### config.mk
export PLATFORM = sky130hd
export DESIGN_NAME = act_skew_feeder_flat
export DESIGN_NICKNAME = d
export VERILOG_FILES = /design/src/rtl/act_skew_feeder_if.sv /design/src/rtl/act_skew_feeder.sv /design/src/flat_wrapper.sv
export SDC_FILE = /design/constraint.sdc
export NUM_CORES = 1
export LEC_CHECK = 0
export ABC_AREA = 0
export CELL_PAD_IN_SITES_DETAIL_PLACEMENT = 1
export CELL_PAD_IN_SITES_GLOBAL_PLACEMENT = 1
export CORE_MARGIN = 3
export CORE_UTILIZATION = 40
export CTS_BUF_LIST = sky130_fd_sc_hd__clkbuf_8
export CTS_CLUSTER_SIZE = 30
export DETAILED_ROUTE_END_ITERATION = 16
export HOLD_SLACK_MARGIN = 0.02
export PLACE_DENSITY = 0.77
export SLEW_MARGIN = 30
export SYNTH_ARGS = -nofsm -noshare
export SYNTH_HDL_FRONTEND = slang
export SYNTH_SLANG_ARGS = --single-unit
export TNS_END_PERCENT = 50
### constraint.sdc
create_clock -name clk -period 5.6 [get_ports clk]
set_input_delay 1.12 -clock clk [delete_from_list [all_inputs] [get_ports clk]]
set_output_delay 1.12 -clock clk [all_outputs]
set_load 0.05 [all_outputs]
### src/rtl/act_skew_feeder_if.sv
// Activation-feeder bus: tile control, upstream vector handshake and skewed row outputs.
// Handshake: a vector transfers on a rising clk edge where in_valid && in_ready are both high.
interface act_skew_feeder_if #(
  parameter int DATA_W = 8,
  parameter int ROWS   = 4,
  parameter int CNT_W  = 16
);
  logic                     start;
  logic [CNT_W-1:0]         num_vec;
  logic                     weight_busy;
  logic                     in_valid;
  logic                     in_ready;
  logic [ROWS*DATA_W-1:0]   in_act;
  logic [ROWS*DATA_W-1:0]   out_act;
  logic [ROWS-1:0]          out_valid_row;
  logic                     busy;
  logic                     done;

  modport master (
    output start, num_vec, weight_busy, in_valid, in_act,
    input  in_ready, out_act, out_valid_row, busy, done
  );

  modport slave (
    input  start, num_vec, weight_busy, in_valid, in_act,
    output in_ready, out_act, out_valid_row, busy, done
  );
endinterface

### src/rtl/act_skew_feeder.sv
// Streams one tile of activation vectors into the systolic array's left edge,
// delaying row i by i cycles, then drains the skew and pulses done.
module act_skew_feeder #(
  parameter int DATA_W = 8,
  parameter int ROWS   = 4,
  parameter int CNT_W  = 16
) (
  input  logic               clk,
  input  logic               rst,
  act_skew_feeder_if.slave   bus,
  output logic [1:0]         o_dbg_state
);

  localparam int DC_W = (ROWS > 2) ? $clog2(ROWS) : 1;
  localparam logic [DC_W-1:0] DC_LAST = DC_W'(ROWS - 1);
  localparam logic [DC_W-1:0] DC_PRE  = DC_W'(ROWS - 2);

  typedef enum logic [1:0] {
    IDLE   = 2'd0,
    STREAM = 2'd1,
    DRAIN  = 2'd2
  } state_t;

  state_t             r_state;
  logic [CNT_W-1:0]   r_vec_cnt;
  logic [CNT_W-1:0]   r_num_vec;
  logic [DC_W-1:0]    r_drain_cnt;
  logic               r_done;

  logic               w_hs;
  logic               w_last;
  logic [ROWS*DATA_W-1:0] w_out_act;
  logic [ROWS-1:0]    w_out_vld;

  assign w_hs   = bus.in_valid && (r_state == STREAM);
  assign w_last = (r_vec_cnt == (r_num_vec - CNT_W'(1)));

  // done is registered one cycle early so it lands with drain_cnt == ROWS-1,
  // the same cycle the last vector's bottom-row element reaches out_act.
  always_ff @(posedge clk) begin
    if (rst) begin
      r_state     <= IDLE;
      r_vec_cnt   <= '0;
      r_num_vec   <= '0;
      r_drain_cnt <= '0;
      r_done      <= 1'b0;
    end else begin
      r_done <= 1'b0;
      case (r_state)
        IDLE: begin
          if (bus.start && !bus.weight_busy) begin
            if (bus.num_vec != '0) begin
              r_num_vec <= bus.num_vec;
              r_vec_cnt <= '0;
              r_state   <= STREAM;
            end else begin
              r_done <= 1'b1;
            end
          end
        end
        STREAM: begin
          if (w_hs) begin
            r_vec_cnt <= r_vec_cnt + CNT_W'(1);
            if (w_last) begin
              r_drain_cnt <= '0;
              r_state     <= DRAIN;
            end
          end
        end
        DRAIN: begin
          r_drain_cnt <= r_drain_cnt + DC_W'(1);
          if (r_drain_cnt == DC_PRE) begin
            r_done <= 1'b1;
          end
          if (r_drain_cnt == DC_LAST) begin
            r_drain_cnt <= '0;
            r_state     <= IDLE;
          end
        end
        default: r_state <= IDLE;
      endcase
    end
  end

  // Row r is a chain of r+1 {valid, data} stages; cycles without a handshake
  // inject exact zeros so the array is never stalled.
  for (genvar gr = 0; gr < ROWS; gr++) begin : g_row
    logic [DATA_W-1:0] r_data [gr+1];
    logic              r_vld  [gr+1];

    always_ff @(posedge clk) begin
      if (rst) begin
        for (int s = 0; s <= gr; s++) begin
          r_data[s] <= '0;
          r_vld[s]  <= 1'b0;
        end
      end else begin
        r_data[0] <= w_hs ? bus.in_act[gr*DATA_W +: DATA_W] : '0;
        r_vld[0]  <= w_hs;
        for (int s = 1; s <= gr; s++) begin
          r_data[s] <= r_data[s-1];
          r_vld[s]  <= r_vld[s-1];
        end
      end
    end

    assign w_out_act[gr*DATA_W +: DATA_W] = r_data[gr];
    assign w_out_vld[gr]                  = r_vld[gr];
  end

  assign bus.out_act       = w_out_act;
  assign bus.out_valid_row = w_out_vld;
  assign bus.in_ready      = (r_state == STREAM);
  assign bus.busy          = (r_state != IDLE);
  assign bus.done          = r_done;
  assign o_dbg_state       = r_state;

endmodule

### src/flat_wrapper.sv
// flat-port wrapper written by rule: the top's interface ports become plain ports
module act_skew_feeder_flat 
#(
  parameter int DATA_W = 8,
  parameter int ROWS   = 4,
  parameter int CNT_W  = 16
)
  (clk, rst, o_dbg_state, bus_start, bus_num_vec, bus_weight_busy, bus_in_valid, bus_in_act, bus_in_ready, bus_out_act, bus_out_valid_row, bus_busy, bus_done);
  act_skew_feeder_if #(.DATA_W(DATA_W), .ROWS(ROWS), .CNT_W(CNT_W)) bus_i ();
  input  logic clk;
  input  logic rst;
  output logic [1:0] o_dbg_state;
  input wire logic [$bits(bus_i.start)-1:0] bus_start;
  input wire logic [$bits(bus_i.num_vec)-1:0] bus_num_vec;
  input wire logic [$bits(bus_i.weight_busy)-1:0] bus_weight_busy;
  input wire logic [$bits(bus_i.in_valid)-1:0] bus_in_valid;
  input wire logic [$bits(bus_i.in_act)-1:0] bus_in_act;
  output wire logic [$bits(bus_i.in_ready)-1:0] bus_in_ready;
  output wire logic [$bits(bus_i.out_act)-1:0] bus_out_act;
  output wire logic [$bits(bus_i.out_valid_row)-1:0] bus_out_valid_row;
  output wire logic [$bits(bus_i.busy)-1:0] bus_busy;
  output wire logic [$bits(bus_i.done)-1:0] bus_done;
  assign bus_i.start = bus_start;
  assign bus_i.num_vec = bus_num_vec;
  assign bus_i.weight_busy = bus_weight_busy;
  assign bus_i.in_valid = bus_in_valid;
  assign bus_i.in_act = bus_in_act;
  assign bus_in_ready = bus_i.in_ready;
  assign bus_out_act = bus_i.out_act;
  assign bus_out_valid_row = bus_i.out_valid_row;
  assign bus_busy = bus_i.busy;
  assign bus_done = bus_i.done;
  act_skew_feeder #(.DATA_W(DATA_W), .ROWS(ROWS), .CNT_W(CNT_W)) u_core (.clk(clk), .rst(rst), .bus(bus_i), .o_dbg_state(o_dbg_state));
endmodule
==> results of run 1 <==
## how the worst max path moves through the flow
stage | startpoint | slack (ns) | depth (start not counted) | to
after floorplan | bus_num_vec[10] | 2.92 | 6 | u_core.o_dbg_state[0]
after CTS | bus_num_vec[2] | 1.93 | 7 | u_core.r_vec_cnt[5]
after global routing | bus_num_vec[15] | 1.78 | 7 | u_core.r_vec_cnt[5]
final | bus_num_vec[15] | 1.91 | 7 | u_core.r_vec_cnt[2]
after detailed placement | bus_num_vec[2] | 1.62 | 6 | u_core.r_vec_cnt[9]
after global placement | bus_num_vec[2] | 1.75 | 7 | u_core.r_vec_cnt[5]
## critical path: cells and delay by family
kind                   cells  cell delay, ns
AO/OA/AOI/OAI              2            1.18
XOR/XNOR                   1            0.19
buffers and inverters      1            0.44
AND/OR/NAND/NOR            3            1.05
## state kept, by name (all words and copies together), names as in the netlist
register,count
u_core.g_row.r_data,80
u_core.r_num_vec,16
u_core.bus.done,1
u_core.g_row.r_vld,4
u_core.r_drain_cnt,2
u_core.o_dbg_state,2
u_core.r_vec_cnt,16
## kinds of logic (layout without fill, tap and decap cells)
| logic type | after synthesis | in the layout | synth area share, % |
|---|---|---|---|
| AO/OA/AOI/OAI | 45 | 45 | 6.35 |
| XOR/XNOR | 37 | 37 | 7.23 |
| adder cells (fa/ha/maj) | 7 | 7 | 1.88 |
| buffers and inverters | 48 | 137 | 5.90 |
| flip-flops | 121 | 121 | 51.9 |
| multiplexers | 7 | 7 | 1.58 |
| AND/OR/NAND/NOR | 220 | 220 | 25.2 |
## metal layers
metal / track usage, % / up-vias
met4: 10.1 / 0
met2: 31.9 / 73
met3: 5.68 / 23
li1: - / 1728
met1: 18.1 / 1651
met5: 0 / -
## cell type report
type | instances | area (um2) | area share (%)
Clock buffer | 19 | 262 | 4.31
Multi-Input combinational cell | 316 | 1970 | 32.5
Inverter | 10 | 37.5 | 0.619
Timing Repair Buffer | 96 | 948 | 15.6
Tap cell | 140 | 175 | 2.89
Clock inverter | 12 | 246 | 4.06
Sequential cell | 121 | 2420 | 39.9
## power groups by stage
stage / Clock [mW] / Combinational [mW] / Sequential (mW)
finish: 0.974 / 0.167 / 0.885
global placement: 0 / 0.163 / 0.903
global route: 1.04 / 0.184 / 0.886
CTS: 0.999 / 0.170 / 0.885
detailed placement: 0 / 0.168 / 0.904
floorplan: 0 / 0.101 / 0.905
## layout by cell type, fill, tap and decap left out, drive strengths merged, types with 2 or more instances in the layout
cell / netlist / routed
buf: 19 / 4
nand2b: 4 / 4
xor2: 23 / 23
nor4: 8 / 8
clkbuf: 19 / 19
clkinvlp: 0 / 2
nor2b: 55 / 55
clkinv: 0 / 2
a21oi: 23 / 23
nor2: 37 / 37
inv: 10 / 11
and2: 32 / 32
nand3: 9 / 9
xnor2: 13 / 13
o31ai: 2 / 2
mux2: 3 / 3
mux2i: 4 / 4
bufinv: 0 / 7
nand2: 48 / 48
a31oi: 2 / 2
dfxtp: 121 / 121
o21ai: 5 / 5
and3: 7 / 7
ha: 7 / 7
nand3b: 3 / 3
nand4: 9 / 9
a211oi: 2 / 2
nor3: 6 / 6
clkdlybuf4s50: 0 / 92
==> results.cfg, run 1 <==
[timing]
hold_violations = 0
slew_viol_final = 0
grt_setup_unrepaired = no
max_slew.worst_pin.slew_ns = 1.03
finClkSkew_ns = 0.00597
fmax_mhz = 271
setup-tns-final_ns = 0
min_period_ns = 3.69
fin_ws_ns = 1.91
min_period_over_period_pct = 65.9
finalSetupViolations = 0
max_slew_margin_pct = 30.9
holdWs_ns = 0.439

[logic_synthesis]
syn_inst = 485
synth_top_cells_by_area = dfxtp_1, nor2b_1, xor2_1
synthFlopType = dfxtp_1
synth_common_cells = dfxtp_1, nor2b_1, nand2_1, nor2_1, and2_1
synth_edf_count = 0
synth_warnings = 0
syn_area_per_cell_um2 = 9.63
synth_area_um2 = 4670
syn-num-nets = 545
ys_seq_area_share_pct = 51.9
synthArstFlopShare_pct = 0
synth.top_cell.area_share_pct = 51.9
ys_ff_latch = 121
synth_top_cell_by_area = dfxtp_1
yosysMostFrequentCell = dfxtp_1
ys_types = 45

[placement]
preCtsSetupSlack_ns = 1.62
placed_area_um2 = 5560
dp.final_hpwl_mm = 7.92
dp_cells = 683
numPortBuffers = 93
gp_congestion = 0.844

[worst_setup_path]
crit_fanout = 6
path_class = in -> reg
cp.arrival_ns = 3.97
regToRegEndpoint = u_core.o_dbg_state[0]
startpoint_type = primary input
cp_slowest_cell = nor4_1
worstPathCellList = clkdlybuf4s50_1, nor4_1, a41oi_1, o21ai_0, nor2_1, xnor2_1, nor2_1
r2r_start = u_core.r_num_vec[0]
max_stage_delay_ns = 0.87
reg2reg_setup_slack_ns = 2.81
cpMostUsedCell = nor2_1
ff2ff_path_depth = 8
crit_required_ns = 5.88
end_kind = register

[power_and_ir_drop]
vdd_drop_max_v = 0.000231
p_leak_nw = 2.38
pwr-share-clk_pct = 48.1
p_switching_mw = 0.434
switching_share_pct = 21.4
p_seq_share_pct = 43.7
powerDensity_nw_per_um2 = 334
power_mw = 2.03
p_int_mw = 1.59
pwr-share-comb_pct = 8.3

[layout]
syn2layout_area_growth_pct = 29.9
nFillCells = 1235
diodes = 0
design_area_um2 = 6070
instances_no_fill = 714
layout-drive-gt1-share_pct = 6.79
utilization_pct = 54.5
final_net_count = 622

[clocking]
cts_tree = built
cts_buffers = 17
clk_latency_ns = 0.42
max-clock-path-buffers = 2
cts_hold_buf = 0
clk_pin_slew_ns = 0.07
cts-root-buf = clkbuf_8
post_cts_resized = 0
cts.sinks = 121
cts_setup_buffers = 0
htreeDepth = 4

[drt]
route.detailed.drc = 0
viasPerCell = 4.87
wl_met1_mm = 4.27
routed.top_layer = met4
routed-via-count = 3475
drt_pre_antenna_iters = 5
wl_per_cell_um = 15.4
wl_met3_um = 524
ant_nets = 0
wl_mm = 11.0
dr_wl_met2_mm = 5.86
drtIter0Drc = 103

[die]
start_util_pct = 42.0
die_h_um = 114
core_area_um2 = 11100
die-area_um2 = 13000
dieWidth_um = 114
num_rows = 38
num_io_pins = 94

[min_path]
holdPathEnd = u_core.g_row[3].r_data[3][3]
whs_path_depth = 1
min_path_type = reg -> reg
hp-start = u_core.g_row[3].r_data[2][3]

[global_routing]
overflow = 0
antenna_found_initial = 0
grt_pass1_vias = 3728
grt_pass1_wl_mm = 17.8
grt_start_max_net_pins = 51
grt.total_usage_pct = 17.8

[run]
cap_violations = 0

[outcome]
status = finished clean
(Power assumes the default switching activity.)
==> run 2: changes to the inputs <==
--- a/config.mk
+++ b/config.mk
@@ -9,12 +9,12 @@
 export CELL_PAD_IN_SITES_DETAIL_PLACEMENT = 1
 export CELL_PAD_IN_SITES_GLOBAL_PLACEMENT = 1
 export CORE_MARGIN = 3
-export CORE_UTILIZATION = 40
+export CORE_UTILIZATION = 36
 export CTS_BUF_LIST = sky130_fd_sc_hd__clkbuf_8
 export CTS_CLUSTER_SIZE = 30
 export DETAILED_ROUTE_END_ITERATION = 16
 export HOLD_SLACK_MARGIN = 0.02
-export PLACE_DENSITY = 0.77
+export PLACE_DENSITY = 0.73
 export SLEW_MARGIN = 30
 export SYNTH_ARGS = -nofsm -noshare
 export SYNTH_HDL_FRONTEND = slang
==> constraint.sdc (replaced) <==
create_clock -name clk -period 3.02 [get_ports clk]
set_input_delay 0.604 -clock clk [delete_from_list [all_inputs] [get_ports clk]]
set_output_delay 0.604 -clock clk [all_outputs]
set_load 0.05 [all_outputs]
==> run 2 against run 1 <==
Compared with the run above: hold slack got worse by 0.0033 ns; clock-buffer cell count fell by 1; setup slack got worse by 1.6 ns; first-iteration DRC count rose by 43%; core utilization fell by 5.5 points; sequential share of layout area barely moved; critical path type is now reg -> reg; critical endpoint is now u_core.r_drain_cnt[0]; largest power group is now registers.
==> results.cfg, run 2 (synthesized netlist as in run 1, its figures left out) <==
[timing]
slew_viol_final = 0
max_slew.worst_pin.slew_ns = 0.750
holdWs_ns = 0.436
hold_violations = 0
finClkSkew_ns = 0.0115
fin_ws_ns = 0.280
fmax_mhz = 365
finalSetupViolations = 0
grt_setup_unrepaired = no
setup-tns-final_ns = 0
min_period_ns = 2.74
max_slew_margin_pct = 49.5
min_period_over_period_pct = 90.7

[global_routing]
antenna_found_initial = 1
grt_pass1_vias = 3796
overflow = 0
grt.total_usage_pct = 16.0
grt_start_max_net_pins = 65
grt_pass1_wl_mm = 18.2

[worst_setup_path]
end_kind = register
reg2reg_setup_slack_ns = 0.28
max_stage_delay_ns = 0.51
crit_fanout = 8
cp-startpoint = u_core.r_num_vec[1]
startpoint_type = register
crit_required_ns = 3.32
path_class = reg -> reg
worstPathCellList = inv_1, ha_1, nor3b_1, and3_1, a31oi_1, a2111oi_4, nand4_2, mux2_1
r2r_start = u_core.r_num_vec[1]
cp_slowest_cell = nor3b_1
cp.arrival_ns = 3.04
ff2ff_path_depth = 8

[drt]
drtIter0Drc = 147
routed-via-count = 3525
ant_nets = 0
viasPerCell = 4.69
wl_per_cell_um = 14.5
drt_pre_antenna_iters = 4
wl_mm = 10.9
route.detailed.drc = 0

[die]
num_io_pins = 94
core_area_um2 = 12400
num_rows = 40
start_util_pct = 37.8
die_h_um = 120
die-area_um2 = 14400
dieWidth_um = 120

[clocking]
clk_latency_ns = 0.43
cts_setup_buffers = 0
htreeDepth = 4
cts.sinks = 121
cts_tree = built
cts_hold_buf = 0
cts_buffers = 17
max-clock-path-buffers = 2
cts-root-buf = clkbuf_8
clk_pin_slew_ns = 0.08

[placement]
numPortBuffers = 93
placed_area_um2 = 5660
dp.final_hpwl_mm = 8.13
preCtsSetupSlack_ns = 0.271
dp_cells = 720
gp_congestion = 0.838

[layout]
final_net_count = 631
nFillCells = 1418
instances_no_fill = 752
layout_commonest_cell = dfxtp_1
layout-drive-gt1-share_pct = 7.88
diodes = 0
design_area_um2 = 6060
top_regs = u_core.g_row.r_data (80), u_core.r_num_vec (16), u_core.r_vec_cnt (16)
final_cell_mix = dfxtp_1, clkdlybuf4s50_1, nor2b_1, nand2_1, nor2_1
regMostFlops = u_core.g_row.r_data
largest_reg_flops = 80
syn2layout_area_growth_pct = 29.9

[min_path]
min_path_type = reg -> reg
whs_path_depth = 1
hp-start = u_core.g_row[3].r_data[0][1]

[power_and_ir_drop]
p_leak_nw = 2.41
vdd_drop_max_v = 0.000304
powerDensity_nw_per_um2 = 565

[outcome]
status = finished clean

[run]
cap_violations = 0
==> run 2: cell types whose count changed in the layout (fill, tap and decap cells not counted), sizes merged <==
cell           previous run  this run
clkinvlp                  2         0
dlymetal6s2s              0         1
clkdlybuf4s50            92        91
buf                       4        13
inv                      11        15
bufinv                    7         3
clkinv                    2         6
clkbuf                   19        18
==> run 2: cell type report <==
class	instances	area [um2]	area share [%]
clock buffers	18	248	4.09
flip-flops and latches	121	2420	39.9
well taps	168	210	3.47
clock inverters	14	156	2.58
inverters	10	37.5	0.619
repair buffers	105	1020	16.8
multi-input cells	316	1970	32.5
==> run 2: path summary, 6_finish.rpt <==
path / endpoint
worst max-delay path: u_core.r_drain_cnt[0]
worst min-delay path: u_core.g_row[3].r_data[1][1]
worst max register to register: u_core.r_drain_cnt[0]
worst min register to register: u_core.g_row[3].r_data[1][1]
==> run 2: metrics by stage <==
step	power [mW]	utilization, %
after floorplan	1.87	-
after global placement	1.98	45.8
after CTS	3.47	49.0
after global routing	3.59	49.1
final	3.42	49.1
after detailed placement	2.00	45.8
==> run 2: critical path: cells and delay by family (launching register included) <==
family / cells / cell delay [ns]
adder cells (fa/ha/maj): 1 / 0.30
buffers and inverters: 1 / 0.07
AND/OR/NAND/NOR: 3 / 1.01
multiplexers: 1 / 0.39
flip-flops: 1 / 0.35
AO/OA/AOI/OAI: 2 / 0.50
==> run 2: layer usage <==
layer | vias up | GRT usage, % | wire length [um]
li1 | 1749 | - | -
met1 | 1689 | 16.7 | 4490
met2 | 66 | 29.0 | 5660
met3 | 19 | 6.13 | 579
met4 | 2 | 6.23 | 180
met5 | - | 0 | 13
==> run 2: repair_timing <==
item,4_1_cts,5_1_grt
endpoints found under the setup margin,0,1
gates resized for setup,0,1
endpoints found under the hold margin,0,0
==> run 2: power breakdown <==
| group | switching [mW] | internal (mW) |
|---|---|---|
| combinational | 0.167 | 0.154 |
| sequential | 0.0212 | 1.62 |
| clock | 0.635 | 0.831 |
